==> src/rtl/example_pkg.sv <==
// Shared constants for the six-input registered Boolean evaluator.
// Latency: n/a (package only).
// Backpressure: n/a; en is the only flow control in this block family.
package example_pkg;

    // Default truth table: (a&~b&d) | (c&d&~e) | (e&f), index {a,b,c,d,e,f}.
    localparam logic [63:0] EXAMPLE_LUT_DEFAULT = 64'hB888_F8F8_B888_B888;
    localparam int          EXAMPLE_MAX_LATENCY = 4;
    localparam int          EXAMPLE_CNT_W       = 16;

endpackage

==> src/rtl/example_edge_det.sv <==
// Registers one-cycle rise/fall pulses from the pipeline output's old and next value.
// Latency: flags appear on the same edge that updates y.
// Backpressure: when en_i=0 both flags clear, so pulses never stretch.
module example_edge_det (
    input  logic clk,
    input  logic rst_n,
    input  logic en_i,
    input  logic y_old_i,
    input  logic y_new_i,
    output logic y_rise_o,
    output logic y_fall_o
);

    logic rise_q, rise_d;
    logic fall_q, fall_d;

    // Next flag values: only an enabled edge can produce a transition.
    always_comb begin
        rise_d = en_i & ~y_old_i &  y_new_i;
        fall_d = en_i &  y_old_i & ~y_new_i;
    end

    // Flag registers with synchronous active-low reset.
    always_ff @(posedge clk) begin
        if (!rst_n) begin
            rise_q <= 1'b0;
            fall_q <= 1'b0;
        end else begin
            rise_q <= rise_d;
            fall_q <= fall_d;
        end
    end

    assign y_rise_o = rise_q;
    assign y_fall_o = fall_q;

endmodule

==> src/rtl/example.sv <==
// Six-input LUT lookup feeding a LATENCY-deep register pipeline with edge flags on y.
// Latency: LATENCY enabled edges from input sampling to y (1..4).
// Backpressure: en=0 holds every stage; optional toggle_cnt under EXAMPLE_TOGGLE_CNT_EN.
module example
    import example_pkg::*;
#(
    parameter logic [63:0] LUT_INIT = EXAMPLE_LUT_DEFAULT,
    parameter int          LATENCY  = 1
) (
    input  logic clk,
    input  logic rst_n,
    input  logic en,
    input  logic a,
    input  logic b,
    input  logic c,
    input  logic d,
    input  logic e,
    input  logic f,
    output logic y,
    output logic y_rise,
    output logic y_fall
`ifdef EXAMPLE_TOGGLE_CNT_EN
    ,
    output logic [EXAMPLE_CNT_W-1:0] toggle_cnt
`endif
);

    if (LATENCY < 1 || LATENCY > EXAMPLE_MAX_LATENCY) begin : g_bad_latency
        $error("example: LATENCY must be in 1..4");
    end

    logic [5:0]         idx;
    logic               lut_v;
    logic [LATENCY-1:0] stage_q, stage_d;

    assign idx   = {a, b, c, d, e, f};
    assign lut_v = LUT_INIT[idx];

    // Shift the lookup result down the pipeline only on enabled edges.
    always_comb begin
        stage_d = stage_q;
        if (en) begin
            stage_d[0] = lut_v;
            for (int i = 1; i < LATENCY; i++) begin
                stage_d[i] = stage_q[i-1];
            end
        end
    end

    // Pipeline registers; reset flushes anything in flight.
    always_ff @(posedge clk) begin
        if (!rst_n) begin
            stage_q <= '0;
        end else begin
            stage_q <= stage_d;
        end
    end

    assign y = stage_q[LATENCY-1];

    // Edge flags compare y before the edge with the value it is about to take.
    example_edge_det u_edge_det (
        .clk      (clk),
        .rst_n    (rst_n),
        .en_i     (en),
        .y_old_i  (stage_q[LATENCY-1]),
        .y_new_i  (stage_d[LATENCY-1]),
        .y_rise_o (y_rise),
        .y_fall_o (y_fall)
    );

`ifdef EXAMPLE_TOGGLE_CNT_EN
    logic [EXAMPLE_CNT_W-1:0] cnt_q, cnt_d;

    // Count flagged cycles one edge later, saturating instead of wrapping.
    always_comb begin
        cnt_d = cnt_q;
        if (en && (y_rise || y_fall) && (cnt_q != {EXAMPLE_CNT_W{1'b1}})) begin
            cnt_d = cnt_q + 1'b1;
        end
    end

    // Counter register, cleared by reset.
    always_ff @(posedge clk) begin
        if (!rst_n) begin
            cnt_q <= '0;
        end else begin
            cnt_q <= cnt_d;
        end
    end

    assign toggle_cnt = cnt_q;
`endif

endmodule

==> config.mk <==
export PLATFORM = sky130hd
export DESIGN_NAME = example
export DESIGN_NICKNAME = d
export VERILOG_FILES = /design/src/rtl/example_pkg.sv /design/src/rtl/example_edge_det.sv /design/src/rtl/example.sv
export SDC_FILE = /design/constraint.sdc
export NUM_CORES = 1
export LEC_CHECK = 0
export ABC_AREA = 1
export CORE_AREA = 10 10 47 49
export CTS_CLUSTER_SIZE = 16
export DETAILED_ROUTE_END_ITERATION = 8
export DIE_AREA = 0 0 57 59
export PLACE_DENSITY = 0.32
export SYNTH_ARGS = -nofsm -noshare
export SYNTH_HDL_FRONTEND = slang
export SYNTH_SLANG_ARGS = --single-unit
==> constraint.sdc <==
create_clock -name clk -period 0.8 [get_ports clk]
set_input_delay 0.16 -clock clk [delete_from_list [all_inputs] [get_ports clk]]
set_output_delay 0.16 -clock clk [all_outputs]
set_load 0.01 [all_outputs]
# Word level (Yosys, flattened, before mapping)

Memory sizes are Yosys's and may differ from the RTL's.
Index checks and enable logic that the tools add are counted.
W data, S select, Z words.

Bitwise operators: 6
Order comparisons: 1
Muxes and demuxes: 2

Operators by type and width:

| cell                 | count |
|---|---|
| $lt A6 B7 Y1 const B | 1 |
| $and A1 B1 Y1        | 4 |
| $mux W1              | 2 |
| $not A1 Y1           | 2 |

Memories: 1
ROM bits: 64
Output and inout bits: 3
Bits in registers: 3

Memory list:

| name             | words | bits a word | rd ports | clocked after memory_dff | wr ports | line          | source |
|---|---|---|---|---|---|---|---|
| (name not given) | 64    | 1           | 1        | 0                        | 0        | example.sv:37 | `assign lut_v = LUT_INIT[idx];` |

# Longest topological paths before layout

Word-level depth: 5
Gate-level depth with buffers: 7
Mapped depth without buffers: 7

# By module

From an unflattened synthesis, not the netlist that was laid out.

Cells, all modules: 24
Area, all modules: 147.6 µm²

Modules (own cells, without submodules):

| module           | area each (µm²) | sequential area each (µm²) | times used | cells an instance |
|---|---|---|---|---|
| example          | 81.3            | 20.0                       | 1          | 15 |
| example_edge_det | 66.3            | 40.0                       | 1          | 9 |

# Least setup slack after synthesis

No wires, ideal clock.

Path type: register to register
Start point: register stage_q (netlist: y)
End point: register u_edge_det.fall_q (netlist: u_edge_det.y_fall_o)
Data arrival time: 547 ps
Path slack: 190 ps
Stages on the path, launching flop included: 3
Clock period less this slack: 610 ps
Setup time: 64 ps
Required time: 736 ps
Cells stage by stage: dfxtp_1 nand2_1 nor2_1

Word-level cells in the longest chain between the ends: 3
Elaborated cells on any way between the ends: 4

RTL lines:

| item                   | line                   | source |
|---|---|---|
| start, declared        | example.sv:34          | `logic [LATENCY-1:0] stage_q, stage_d;` |
| start signal, assigned | example.sv:55          | `stage_q <= stage_d;` |
| $mux W1                | example.sv:42          | `if (en) begin` |
| $not A1 Y1             | example_edge_det.sv:20 | `fall_d = en_i & y_old_i & ~y_new_i;` |
| $and A1 B1 Y1 (*)      | example_edge_det.sv:20 |  |
| end signal, assigned   | example_edge_det.sv:30 | `fall_q <= fall_d;` |
| end, declared          | example_edge_det.sv:15 | `logic fall_q, fall_d;` |

Every way passes the cells marked *; elsewhere a longest branch is shown, timed or not.
A chain may end at the register's enable or synchronous reset.

# Worst setup path after layout

Start point: register stage_q (netlist: y)
End point: output y

RTL lines:

| item          | line          | source |
|---|---|---|
| end, declared | example.sv:19 | `output logic y,` |

No word-level cell between the ends.

==> results.py <==
metrics = {
    "yosys": {
        "syn_area_um2": 131.4,
        "synth_seq_cells": 3,
        "synth.avg_cell_area_um2": 6.915,
        "synth_top_area_cell": "dfxtp_1",
        "yosysSeqAreaShare_pct": 45.71,
        "netlist_instances": 19,
        "synth_area_leaders": "dfxtp_1, nand2_1, nand2_2",
        "yosysTopAreaCellShare_pct": 45.71,
        "ys_types": 7,
        "syn-num-nets": 28,
        "yosys_warnings": 0,
    },
    "setup_path": {
        "start_kind": "register",
        "cp_max_fo": 2,
        "end_kind": "output pin",
        "critPathKind": "register to output pin",
        "crit_buf_inv": 1,
        "crit_required_ns": 0.64,
        "max_stage_delay_ns": 0.31,
        "path_cells": "buf_6",
        "crit_cells": 1,
        "critical_path_arrival_ns": 0.65,
        "critPathTopFamily": "flip-flops",
        "rr_worst_depth": 3,
        "slowest_stage": "dfxtp_2",
        "reg2reg_slack_ns": 0.13,
    },
    "final_layout": {
        "final_util_pct": 20.71,
        "diodes": 0,
        "drive_above_1_share_pct": 34.29,
        "mostFrequentLayoutCells": "nand2_1, dlygate4sd2_1, clkdlybuf4s50_1",
        "final_common_cell": "nand2_1",
        "fin_nets": 45,
        "layout.cells.non_filler": 51,
        "area_delta_synth_final_pct": 121.0,
    },
    "detailed_routing": {
        "drtIter0Drc": 2,
        "ant_nets": 0,
        "post-route-drc-count": 0,
        "avgViaCountPerCell": 3.059,
        "avgRoutedWirePerCell_um": 7.255,
        "drt_wl_total_um": 370,
        "vias": 156,
        "dr.pass1.iters": 2,
    },
    "die": {
        "dieArea_um2": 3363,
        "rows": 14,
        "num_io_pins": 12,
        "core-area_um2": 1401,
        "start_util_pct": 9.375,
        "die_h_um": 59,
        "die_w_um": 57,
    },
    "run_status": {
        "outcome": "finished, violations left",
        "violations": "negative setup slack",
    },
    "grt": {
        "antenna_found_initial": 0,
        "grt_max_degree": 4,
        "grt_pass1_wl_um": 627,
        "grt_util_all_layers_pct": 2.636,
        "overflow": 0,
        "grt_pass1_vias": 170,
    },
    "power_and_ir_drop": {
        "p_seq_share_pct": 32.2,
        "power_frac_comb_pct": 15.4,
        "power.net_switching_uw": 105.2,
        "ir_drop_mv": 0.3551,
        "pwr_density_cell_nw_per_um2": 1716,
        "p_total_uw": 498.0,
        "leakage_uw": 0.0001534,
        "cellInternalPower_uw": 392.8,
        "switching_share_pct": 21.12,
        "clock_power_share_pct": 52.4,
    },
    "cts": {
        "cts_sinks": 3,
        "cts_buffer_depth": 2,
        "clkSlewWorstSetupHoldPaths_ns": 0.04,
        "cts_tree": "yes",
        "cts_buffers": 3,
        "ctsHtreeMaxLevel": 1,
        "post-cts-setup-buffers": 0,
        "cts_root_buf": "clkbuf_4",
        "clk-insertion-delay-late_ns": 0.23,
    },
    "job": {
        "cap_viol_max_count": 0,
    },
    "timing": {
        "period_needed_ns": 0.8141,
        "finalHoldViolCount": 0,
        "clock_skew_ns": 0.001611,
        "relSlewSlack_pct": 95.00,
        "max_freq_ghz": 1.228,
        "period_share_pct": 101.8,
        "hold_slack_ns": 0.3580,
        "setup_slack_ns": -0.01407,
        "worst_slew_pin_slew_ns": 0.07473,
        "rsz0062_at_grt": "true",
        "finalSetupViolCount": 3,
        "final_max_slew_viol_count": 0,
    },
    "placement": {
        "port_buffers": 11,
        "place.gp.congestion": 0.5860,
        "place_ws_ns": -0.3356,
        "dp_cells": 47,
        "dp.final_hpwl_um": 319.5,
    },
    "min_path": {
        "hp-class": "input port to register",
        "hold_depth": 4,
    },
}
==> cells in the mapped netlist, drive strengths merged <==
cell type / count
nand2: 10
inv: 3
dfxtp: 3
nand3b: 1
nor2: 2
==> area by class of cell <==
cell class | count | area, um2
timing repair buffer | 12 | 110.1
tap | 16 | 20.02
fill | 162 | 1111
clock buffer | 4 | 26.28
inverter | 3 | 11.26
sequential | 3 | 62.56
multi-input combinational | 13 | 60.06
==> stage by stage <==
stage,cell area [um2],setup TNS [ns]
6_report,290.3,-0.01918
5_1_grt,290.3,-0.09008
4_1_cts,282.8,-0.05705
3_5_place_dp,269.0,-1.478
3_3_place_gp,269.0,-1.406
2_1_floorplan,131.4,0
==> kinds of logic (layout without fill, tap and decap cells) <==
| family | Yosys count | in the layout | share of synthesized area, % |
|---|---|---|---|
| buffers and inverters | 3 | 19 | 8.571 |
| flip-flops | 3 | 3 | 45.72 |
| AND/OR/NAND/NOR | 13 | 13 | 45.72 |
==> power by group through the flow <==
stage | registers, uW | clock network [uW] | logic [uW]
2_1_floorplan | 166 | 0 | 21.7
3_3_place_gp | 161 | 0 | 85.5
3_5_place_dp | 161 | 0 | 86.6
4_1_cts | 160 | 274 | 77.6
5_1_grt | 161 | 279 | 85.2
6_report | 161 | 261 | 76.7
==> state kept, by name, indices dropped and copies added, names as in the netlist <==
signal and cells:
u_edge_det.y_rise_o 1, y 1, u_edge_det.y_fall_o 1
==> layer usage <==
layer / part of all wire [%] / track usage [%]
met2: 42 / 2.791
met1: 43 / 2.019
met3: 14 / 3.648
met5: 0 / 0
met4: 0 / 3.020
==> worst paths after layout <==
path,start,to
max,y,y
max reg2reg,y,y
min,e,u_edge_det.y_fall_o
min reg2reg,y,u_edge_det.y_rise_o
==> repair_timing <==
| item | CTS | global route |
|---|---|---|
| pin swaps | 6 | 1 |
| hold buffers | 0 | 0 |
| hold endpoints to repair | 0 | 0 |
| endpoints found under the setup margin | 6 | 4 |
| resized for setup | 18 | 2 |
| gates cloned | 0 | 0 |
Power figures use the tool's default switching activity.
==> edit: new RTL, config.mk and constraints unchanged <==
`LATENCY`: 1 -> 2. Comments in the files are not updated.
--- a/src/rtl/example.sv
+++ b/src/rtl/example.sv
@@ -6,5 +6,5 @@
 #(
     parameter logic [63:0] LUT_INIT = EXAMPLE_LUT_DEFAULT,
-    parameter int          LATENCY  = 1
+    parameter int          LATENCY  = 2
 ) (
     input  logic clk,
Function: changed (a bounded check fails within 4 cycles, from zero or initial values and one cycle with rst_n low).
==> edit against the original RTL <==
- cell count up 2.0%
- worst setup slack got worse by 2.8 ps
- critical path type unchanged
- maximum frequency is 0.34% lower
- the run still ends with setup timing left
- power rose by 10%
- sequential cell count grew 1
- highest routed layer is now met4
- routed wire length is 23% higher
- synthesized area grew 25%
- critical path depth stayed put
- clock skew is 0.54 ps lower
- final area grew 13%
==> edit: results (changes against the original RTL) <==
[outcome]
failed_checks=setup timing  ; unchanged
status=complete, but fails checks  ; unchanged

[cells_and_area]
drive_gt1_frac=0.3333  ; was 0.3429
largest_reg_flops=2
largest-register=stage_q
nNetsFinal=47  ; was 45
n_antenna_cell=0  ; unchanged

[power]
p_leak_nw=0.1683  ; was 0.1534 nW
ir_drop_mv=0.7512  ; was 0.3551 mV

[global_route]
grt_pass1_vias=199  ; was 170
use_met2=0.03411  ; was 0.02791
use_met1=0.02364  ; was 0.02019
grt_pass1_wl_um=752  ; was 627 µm
antenna_found_initial=0  ; unchanged
met3_usage=0.06009  ; was 0.03648
grt_max_degree=5  ; was 4
grt_usage=0.03149  ; was 0.02636

[setup_path]
slowest_delay_ps=310  ; about the same
slowest_stage=dfxtp_2  ; unchanged
cp_max_fo=2  ; unchanged
worstPathArrival_ps=660
crit_family=flip-flops  ; unchanged

[detailed_routing]
viasPerCell=3.654  ; was 3.059
dr.pass1.iters=1  ; was 2
drt_iter0_drc=0  ; was 2
drc_errors=0  ; unchanged
routedWlPerCell_um=8.731  ; was 7.255 µm
drt-total-wl_um=454  ; was 370 µm

[logic_synthesis]
ys_seq_area_frac=0.4885  ; was 0.4571
ys_async_sr_fraction=0  ; unchanged
ys_top_cells_by_area=dfxtp_1 49%, inv_1 11%, a21oi_1 9.2%  ; was dfxtp_1 46%, nand2_1 23%, nand2_2 9.5%
avgSynthCellArea_um2=7.450  ; was 6.915 µm²
yosysUniqueCellTypes=9  ; was 7
synth_commonest_cells=5 x inv_1, 4 x dfxtp_1, 4 x nand2_1  ; was 8 x nand2_1, 3 x dfxtp_1, 3 x inv_1
yosysWarningCount=0  ; unchanged
synth_fp_nets=31  ; was 28

[place]
io_buffers=11  ; unchanged
placed_cells=49  ; was 47
placed_area_um2=294.0  ; was 269.0 µm²
gp_routability_congestion=0.6541  ; was 0.5860

[clocking]
ctsRootBufferMaster=clkbuf_4  ; unchanged
cts_setup_buffers=0  ; unchanged
clockBufferDepth=2  ; unchanged
cts_buffers=3  ; unchanged
clock_latency_ps=230  ; about the same
clk_pin_slew_ps=40  ; about the same
h-tree-depth=1  ; unchanged

[sta]
report.final.setup_viol=3  ; unchanged
timing.final.ws_setup_ps=-16.86  ; was -14.07 ps
tns_ps=-36.70  ; was -19.18 ps
max-slew-margin-rel=0.8840  ; was 0.9500
finClkSkew_ps=1.067  ; was 1.611 ps

[worst_hold_path]
hold_class=input port to register  ; unchanged

edit: changes by cell type after synthesis, sizes merged:
cell	before	now
nand3	0	1
inv	3	6
nor4	0	1
dfxtp	3	4
nand2	10	4
o21ai	0	2
nand3b	1	0
a21oi	0	3
nor2	2	1
edit: layout make-up:
type | count | area (µm²)
Fill cell | 165 | 1074
Timing Repair Buffer | 11 | 117.6
Sequential cell | 4 | 83.83
Multi-Input combinational cell | 12 | 61.31
Clock buffer | 3 | 22.52
Inverter | 6 | 22.52
Tap cell | 16 | 20.02
edit: layer usage:
layer  wire length [µm]  vias up
met2                160       13
met5                  0        -
met4                  6        0
met1                171       77
li1                   -       98
met3                115        2
edit: cell families (layout without fill, tap and decap cells):
family          after synthesis  count (layout)  synth area share
simple gates                  7               7            0.2213
buf+inv                       6              20            0.1374
flops                         4               4            0.4886
compound gates                5               5            0.1526
edit: worst paths after layout:
check        startpoint                  end  slack, ps  cells after the start
max          stage_q[1]                    y        -20                      1
min               rst_n  u_edge_det.y_fall_o        210                      3
max reg2reg  stage_q[1]           stage_q[1]        100                      4
min reg2reg  stage_q[0]  u_edge_det.y_fall_o        480                      1
edit: where the power goes:
part | total [W] | internal [W] | switching [W]
sequential | 0.000219 | 0.000211 | 0.00000731
clock | 0.000247 | 0.000168 | 0.0000796
combinational | 0.0000827 | 0.0000521 | 0.0000306
edit: repair_timing:
item,in CTS,in global routing
pin swaps,0,0
gates resized for setup,15,8
setup endpoints to repair,6,5
edit: metrics by stage:
step	worst slack [ps]	hold slack, ps
final	-16.86	209.6
after global routing	-39.54	225.0
after CTS	-24.62	350.6
after detailed placement	-253.5	477.9
after global placement	-254.9	467.8
after floorplan	64.56	298.4
